--- config.mk ---
export PLATFORM = sky130hd
export DESIGN_NAME = uart_tx_arbiter
export DESIGN_NICKNAME = d
export VERILOG_FILES = /design/src/rtl/uart_arb_pkg.sv /design/src/rtl/uart_tx_arbiter_rr_pick.sv /design/src/rtl/uart_tx_arbiter.sv
export SDC_FILE = /design/constraint.sdc
export NUM_CORES = 1
export LEC_CHECK = 0
export ABC_AREA = 0
export CAP_MARGIN = 10
export CORE_ASPECT_RATIO = 1.75
export CORE_MARGIN = 2
export CORE_UTILIZATION = 44
export DETAILED_ROUTE_END_ITERATION = 12
export PLACE_DENSITY = 0.85
export SLEW_MARGIN = 10
export SYNTH_ARGS = -nofsm -noshare
export SYNTH_HDL_FRONTEND = slang
export SYNTH_SLANG_ARGS = --single-unit
export TNS_END_PERCENT = 5
--- constraint.sdc ---
create_clock -name sys_clk_i -period 3.29 [get_ports sys_clk_i]
set_clock_uncertainty 0.2 [all_clocks]
set_input_delay 0.329 -clock sys_clk_i [delete_from_list [all_inputs] [get_ports sys_clk_i]]
set_output_delay 0.329 -clock sys_clk_i [all_outputs]
set_load 0.01 [all_outputs]
--- src/rtl/uart_arb_pkg.sv ---
// ============================================================================
// Module   : uart_arb_pkg
// Brief    : Shared types and constants for the UART transmit arbiter.
// Revision : 1.0 - initial release
// ============================================================================
`default_nettype none

package uart_arb_pkg;

    typedef enum logic [2:0] {
        ST_IDLE   = 3'd0,
        ST_HDR    = 3'd1,
        ST_SEND   = 3'd2,
        ST_STROBE = 3'd3,
        ST_DRAIN  = 3'd4
    } uart_arb_state_t;

    localparam logic [7:0] UART_ARB_HDR_BASE = 8'hA0;
    localparam int         UART_ARB_MAX_REQ  = 8;

endpackage

`default_nettype wire

--- src/rtl/uart_tx_arbiter_rr_pick.sv ---
// ============================================================================
// Module   : rr_pick
// Brief    : Combinational round-robin selector, first valid after last_grant.
// Revision : 1.0 - initial release
// ============================================================================
`default_nettype none

module rr_pick #(
    parameter int NUM_REQ = 4,
    parameter int ID_W    = 3
) (
    input  logic [NUM_REQ-1:0] req_valid_i,
    input  logic [ID_W-1:0]    last_grant,
    output logic [NUM_REQ-1:0] pick_onehot_o,
    output logic [ID_W-1:0]    pick_idx_o,
    output logic               pick_any_o
);

    logic            w_hi_found;
    logic            w_lo_found;
    logic [ID_W-1:0] w_hi_idx;
    logic [ID_W-1:0] w_lo_idx;

    // Descending scan leaves the lowest index of each region; the region above
    // last_grant has priority over the wrapped-around region.
    always_comb begin
        w_hi_found = 1'b0;
        w_lo_found = 1'b0;
        w_hi_idx   = '0;
        w_lo_idx   = '0;
        for (int k = NUM_REQ - 1; k >= 0; k--) begin
            if (req_valid_i[k]) begin
                if (k > int'(last_grant)) begin
                    w_hi_found = 1'b1;
                    w_hi_idx   = ID_W'(k);
                end else begin
                    w_lo_found = 1'b1;
                    w_lo_idx   = ID_W'(k);
                end
            end
        end
    end

    always_comb begin
        pick_any_o    = w_hi_found | w_lo_found;
        pick_idx_o    = w_hi_found ? w_hi_idx : w_lo_idx;
        pick_onehot_o = '0;
        for (int k = 0; k < NUM_REQ; k++) begin
            pick_onehot_o[k] = pick_any_o && (ID_W'(k) == pick_idx_o);
        end
    end

endmodule

`default_nettype wire

--- src/rtl/uart_tx_arbiter.sv ---
// ============================================================================
// Module   : uart_tx_arbiter
// Brief    : Round-robin, packet-granular sharing of one UART transmitter.
//            Define UART_ARB_HDR_EN to prefix each packet with 0xA0|id.
// Revision : 1.0 - initial release
// ============================================================================
`default_nettype none

module uart_tx_arbiter
    import uart_arb_pkg::*;
#(
    parameter int NUM_REQ = 4,
    parameter int ID_W    = 3
) (
    input  logic                   sys_clk_i,
    input  logic                   sys_rst_i,
    input  logic [NUM_REQ-1:0]     req_valid_i,
    input  logic [8*NUM_REQ-1:0]   req_data_i,
    input  logic [NUM_REQ-1:0]     req_last_i,
    output logic [NUM_REQ-1:0]     req_ready_o,
    output logic                   uart_wr_o,
    output logic [7:0]             uart_dat_o,
    input  logic                   uart_busy_i,
    output logic [NUM_REQ-1:0]     arb_grant_o,
    output logic                   arb_active_o
);

    uart_arb_state_t    r_state;
    uart_arb_state_t    w_state_nxt;

    logic [NUM_REQ-1:0] r_grant;
    logic [ID_W-1:0]    r_grant_id;
    logic [ID_W-1:0]    r_last_grant;
    logic               r_last;
    logic [7:0]         r_dat;
    logic               r_wr;
    logic               r_active;

    logic [NUM_REQ-1:0] w_pick_oh;
    logic [ID_W-1:0]    w_pick_idx;
    logic               w_pick_any;

    logic               w_sel_valid;
    logic               w_sel_last;
    logic [7:0]         w_sel_data;
    logic               w_grant_ld;
    logic               w_take;
    logic               w_release;
`ifdef UART_ARB_HDR_EN
    logic               w_hdr_ld;
    logic [7:0]         w_hdr_byte;
`endif

    rr_pick #(
        .NUM_REQ (NUM_REQ),
        .ID_W    (ID_W)
    ) u_rr_pick (
        .req_valid_i   (req_valid_i),
        .last_grant    (r_last_grant),
        .pick_onehot_o (w_pick_oh),
        .pick_idx_o    (w_pick_idx),
        .pick_any_o    (w_pick_any)
    );

    // Only the granted requester's lane is visible to the datapath.
    always_comb begin
        w_sel_valid = 1'b0;
        w_sel_last  = 1'b0;
        w_sel_data  = 8'h00;
        for (int k = 0; k < NUM_REQ; k++) begin
            if (r_grant[k]) begin
                w_sel_valid = req_valid_i[k];
                w_sel_last  = req_last_i[k];
                w_sel_data  = req_data_i[8*k +: 8];
            end
        end
    end

    always_ff @(posedge sys_clk_i or posedge sys_rst_i) begin
        if (sys_rst_i) begin
            r_state <= ST_IDLE;
        end else begin
            r_state <= w_state_nxt;
        end
    end

    always_comb begin
        w_state_nxt = r_state;
        case (r_state)
            ST_IDLE: begin
                if (w_pick_any) begin
`ifdef UART_ARB_HDR_EN
                    w_state_nxt = ST_HDR;
`else
                    w_state_nxt = ST_SEND;
`endif
                end
            end
`ifdef UART_ARB_HDR_EN
            ST_HDR:    w_state_nxt = ST_STROBE;
`endif
            ST_SEND: begin
                if (w_sel_valid) begin
                    w_state_nxt = ST_STROBE;
                end
            end
            ST_STROBE: w_state_nxt = ST_DRAIN;
            ST_DRAIN: begin
                if (!uart_busy_i) begin
                    w_state_nxt = r_last ? ST_IDLE : ST_SEND;
                end
            end
            default:   w_state_nxt = ST_IDLE;
        endcase
    end

    always_comb begin
        req_ready_o = (r_state == ST_SEND) ? r_grant : '0;
        w_grant_ld  = (r_state == ST_IDLE) && w_pick_any;
        w_take      = (r_state == ST_SEND) && w_sel_valid;
        w_release   = (r_state == ST_DRAIN) && !uart_busy_i && r_last;
`ifdef UART_ARB_HDR_EN
        w_hdr_ld    = (r_state == ST_HDR);
        w_hdr_byte  = UART_ARB_HDR_BASE | 8'(r_grant_id);
`endif
    end

    always_ff @(posedge sys_clk_i or posedge sys_rst_i) begin
        if (sys_rst_i) begin
            r_grant      <= '0;
            r_grant_id   <= '0;
            r_last_grant <= ID_W'(NUM_REQ - 1);
            r_last       <= 1'b0;
            r_dat        <= 8'h00;
            r_wr         <= 1'b0;
            r_active     <= 1'b0;
        end else begin
            r_wr <= 1'b0;
            if (w_grant_ld) begin
                r_grant    <= w_pick_oh;
                r_grant_id <= w_pick_idx;
                r_active   <= 1'b1;
            end
`ifdef UART_ARB_HDR_EN
            // A header never ends a packet, so DRAIN always returns to SEND.
            if (w_hdr_ld) begin
                r_dat  <= w_hdr_byte;
                r_wr   <= 1'b1;
                r_last <= 1'b0;
            end
`endif
            if (w_take) begin
                r_dat  <= w_sel_data;
                r_wr   <= 1'b1;
                r_last <= w_sel_last;
            end
            if (w_release) begin
                r_last_grant <= r_grant_id;
                r_grant      <= '0;
                r_active     <= 1'b0;
                r_last       <= 1'b0;
            end
        end
    end

    assign uart_wr_o    = r_wr;
    assign uart_dat_o   = r_dat;
    assign arb_grant_o  = r_grant;
    assign arb_active_o = r_active;

endmodule

`default_nettype wire

==> metrics.md <==
| Metric | Value |
|---|---|
| Slowest CP cell | `dfrtp_1` |
| Crit path max fanout | `14` |
| Worst Setup Slack, final | `744 ps` |
| Number of flops mapped to enable cells by yosys | `0` |
| CTS tree | `done` |
| Syn. warnings | `0` |
| Crit path cell chain | `nor2b_2 -> a221o_1 -> a31o_1 -> mux2_4` |
| Drt pass-1 iters | `4` |
| Hold WC Path Type | `register to register` |
| Critical path class | `register to register` |
| P&R area growth vs syn | `50.0%` |
| Largest net degree at the start of global routing | `25` |
| Insertion delay to the later sink of the worst-skew pair | `270 ps` |
| Clock slew at reported path FFs | `80 ps` |
| Mapped Area | `0.00132 mm2` |
| Crit path required time | `3250 ps` |
| CTS Root Cell | `clkbuf_8` |
| Via count | `1,265` |
| Synth async-reset ratio | `100%` |
| Worst VDD drop | `0.000484 V` |
| Placement Setup Slack | `795 ps` |
| Cell area after placement | `0.00190 mm2` |
| Compound-Gate Fraction of Synth Area | `21.9%` |
| Mux cell area share after synthesis | `12.4%` |
| Diodes inserted | `0` |
| Routed length per instance | `17.6 um` |
| Final setup violation count | `0` |
| RSZ-0062 raised after global routing | `false` |
| Lkg Pwr | `0.813 nW` |
| Postcts setup bufs | `0` |
| Slew margin rel. | `45.9%` |
| DR iter-0 viols | `29` |
| Sequential share of the synthesized area | `42.1%` |
| First-pass GRT wire length | `5700 um` |
| Max-cap violation count | `0` |
| Met2 routed WL | `1870 um` |
| Fin nets | `226` |
| Most frequent cells in the layout | `clkdlybuf4s50_1 (60), dfrtp_1 (20), nand2_1 (14)` |
| Number of global-route vias before repair | `1,262` |
| Top Metal Used | `met4` |
| Fmax | `393 MHz` |
| Critical Path End Type | `register` |
| Fill count | `222` |
| Total met3 wirelength after detailed routing | `254 um` |
| CTS sink count | `22` |
| Fin. Hold Viols | `0` |
| Worst hold slack | `290 ps` |
| Status | `complete, no violations` |
| Initial Util | `45.4%` |
| H-tree Lvls | `1` |
| Fin area | `0.00197 mm2` |
| Post-synth top area share | `38.1%` |
| Total track usage | `22.1%` |
| Post-synthesis register bit count | `22` |
| Placer Congestion | `0.870` |
| IO Pins | `61` |
| Remaining antenna violation count after routing | `0` |
| Main combinational cell family by area after synthesis | `compound AO/OA/AOI/OAI gates` |
| Net Count, Synth | `169` |
| DRC Markers | `0` |
| Core box area | `0.00290 mm2` |
| Die W | `45.3 um` |
| Die area | `0.00346 mm2` |
| Library cells used by synthesis | `37` |
| Pwr/cell area | `826 mW/mm2` |
| Row count | `26` |
| Drt total wl | `3710 um` |
| Port Buffers | `60` |
| Synth Area in XOR/XNOR | `0%` |
| Total congestion overflow | `0` |
| Synth Area in Adders | `0%` |
| Antenna violations before repair | `0` |
| Hold_buf cts | `0` |
| Resize count post-CTS | `0` |
| Layout cells sized above 1 | `9.89%` |
| Ys flop type | `dfrtp_1` |
| Clk buf depth | `2` |
| Die Y | `76.3 um` |
| Cell taking the most area after synthesis | `dfrtp_1` |
| CP Launch Type | `register` |
| Fin. max-slew vios | `0` |
| Actual slew at the worst max-slew pin | `811 ps` |
| Syn Inst Count | `126` |
| Slowest stage delay, CP | `580 ps` |
| Tcrit/Tclk final | `77.4%` |
| Post-Synth Simple-Gate Area | `19.0%` |
| Top cells by area, synth | `dfrtp_1 (38%), mux2_4 (9.1%), a221oi_1 (6.0%)` |
| CP arrival | `2500 ps` |
| Final min period | `2550 ps` |
| Commonest non-fill, non-tap cell in the layout | `clkdlybuf4s50_1` |
| Clock buffer count from CTS | `3` |
| Met1 Wirelength | `1490 um` |
| Avg Inst Size Synth | `10.4 um2` |
| Final HPWL DP | `2690 um` |
| Via/cell ratio | `6.02` |
| Setup TNS | `0 ps` |
cells by family (layout without fill, tap and decap cells):
logic type      after synthesis  count (layout)
compound gates               36              36
buf+inv                      11              67
flops                        22              22
mux                          12              12
simple gates                 45              45
flip-flops by register name, indices dropped and copies added (netlist names):
register      flops
uart_dat_o        8
arb_grant_o       4
r_state           3
r_grant_id        2
r_last_grant      2
arb_active_o      1
r_last            1
uart_wr_o         1
per-layer routing:
layer	vias to the layer above	global-route usage, %
met5	-	0
met4	0	10.3
met3	11	2.37
met2	72	38.7
met1	592	25.2
li1	590	-
power breakdown:
part           leakage, nW  switching, mW  internal (mW)
clock               0.0357         0.0854          0.163
combinational        0.506          0.318          0.506
sequential           0.271          0.171          0.384
critical path: cells and delay by family (launching register included):
| family | cells | cell delay (ps) |
|---|---|---|
| compound gates | 2 | 800 |
| flops | 1 | 580 |
| mux | 1 | 350 |
| simple gates | 1 | 500 |
Yosys cell counts (2+ instances only):
library cell  count
nor2b_1          11
clkbuf_1          5
buf_6             2
o31ai_1           9
nand2_1          14
a21o_1            2
and2_1            5
a221oi_1          9
a31o_1            2
a22o_1            4
a21oi_1           2
dfstp_2           2
inv_1             3
mux2_1            2
nor2_1            4
dfrtp_1          20
mux2i_1           2
mux2_4            8
nand3b_1          2
path summary, 6_finish.rpt:
kind                                            start                         to  slack [ps]  cells past startpoint
max                        arb_grant_o[1]$_DFFE_PP0P_  uart_dat_o[6]$_DFFE_PP0P_         740                      4
min                         r_grant_id[1]$_DFFE_PP0P_  r_grant_id[1]$_DFFE_PP0P_         290                      1
max reg2reg                arb_grant_o[1]$_DFFE_PP0P_  uart_dat_o[6]$_DFFE_PP0P_         740                      4
min reg2reg                 r_grant_id[1]$_DFFE_PP0P_  r_grant_id[1]$_DFFE_PP0P_         290                      1
max in group asynchronous                   sys_rst_i  uart_dat_o[0]$_DFFE_PP0P_        2070                      2
min in group asynchronous                   sys_rst_i  uart_dat_o[6]$_DFFE_PP0P_         320                      2
layout make-up:
cell class / instances / area [um2] / share of cell area [%]
well taps: 28 / 35.0 / 1.78
flip-flops and latches: 22 / 553 / 28.0
clock buffers: 3 / 41.3 / 2.09
clock inverters: 1 / 30.0 / 1.52
repair buffers: 60 / 601 / 30.5
multi-input cells: 93 / 701 / 35.5
inverters: 3 / 11.3 / 0.571
through the flow:
| stage | instances | utilization (%) | power (mW) |
|---|---|---|---|
| after global routing | 210 | 68.1 | 1.73 |
| after CTS | 210 | 68.1 | 1.63 |
| final | 210 | 68.1 | 1.63 |
| after floorplan | 126 | - | 1.07 |
| after global placement | 206 | 65.6 | 1.35 |
| after detailed placement | 206 | 65.6 | 1.37 |
Note: power is estimated with default switching activity, not from simulation.
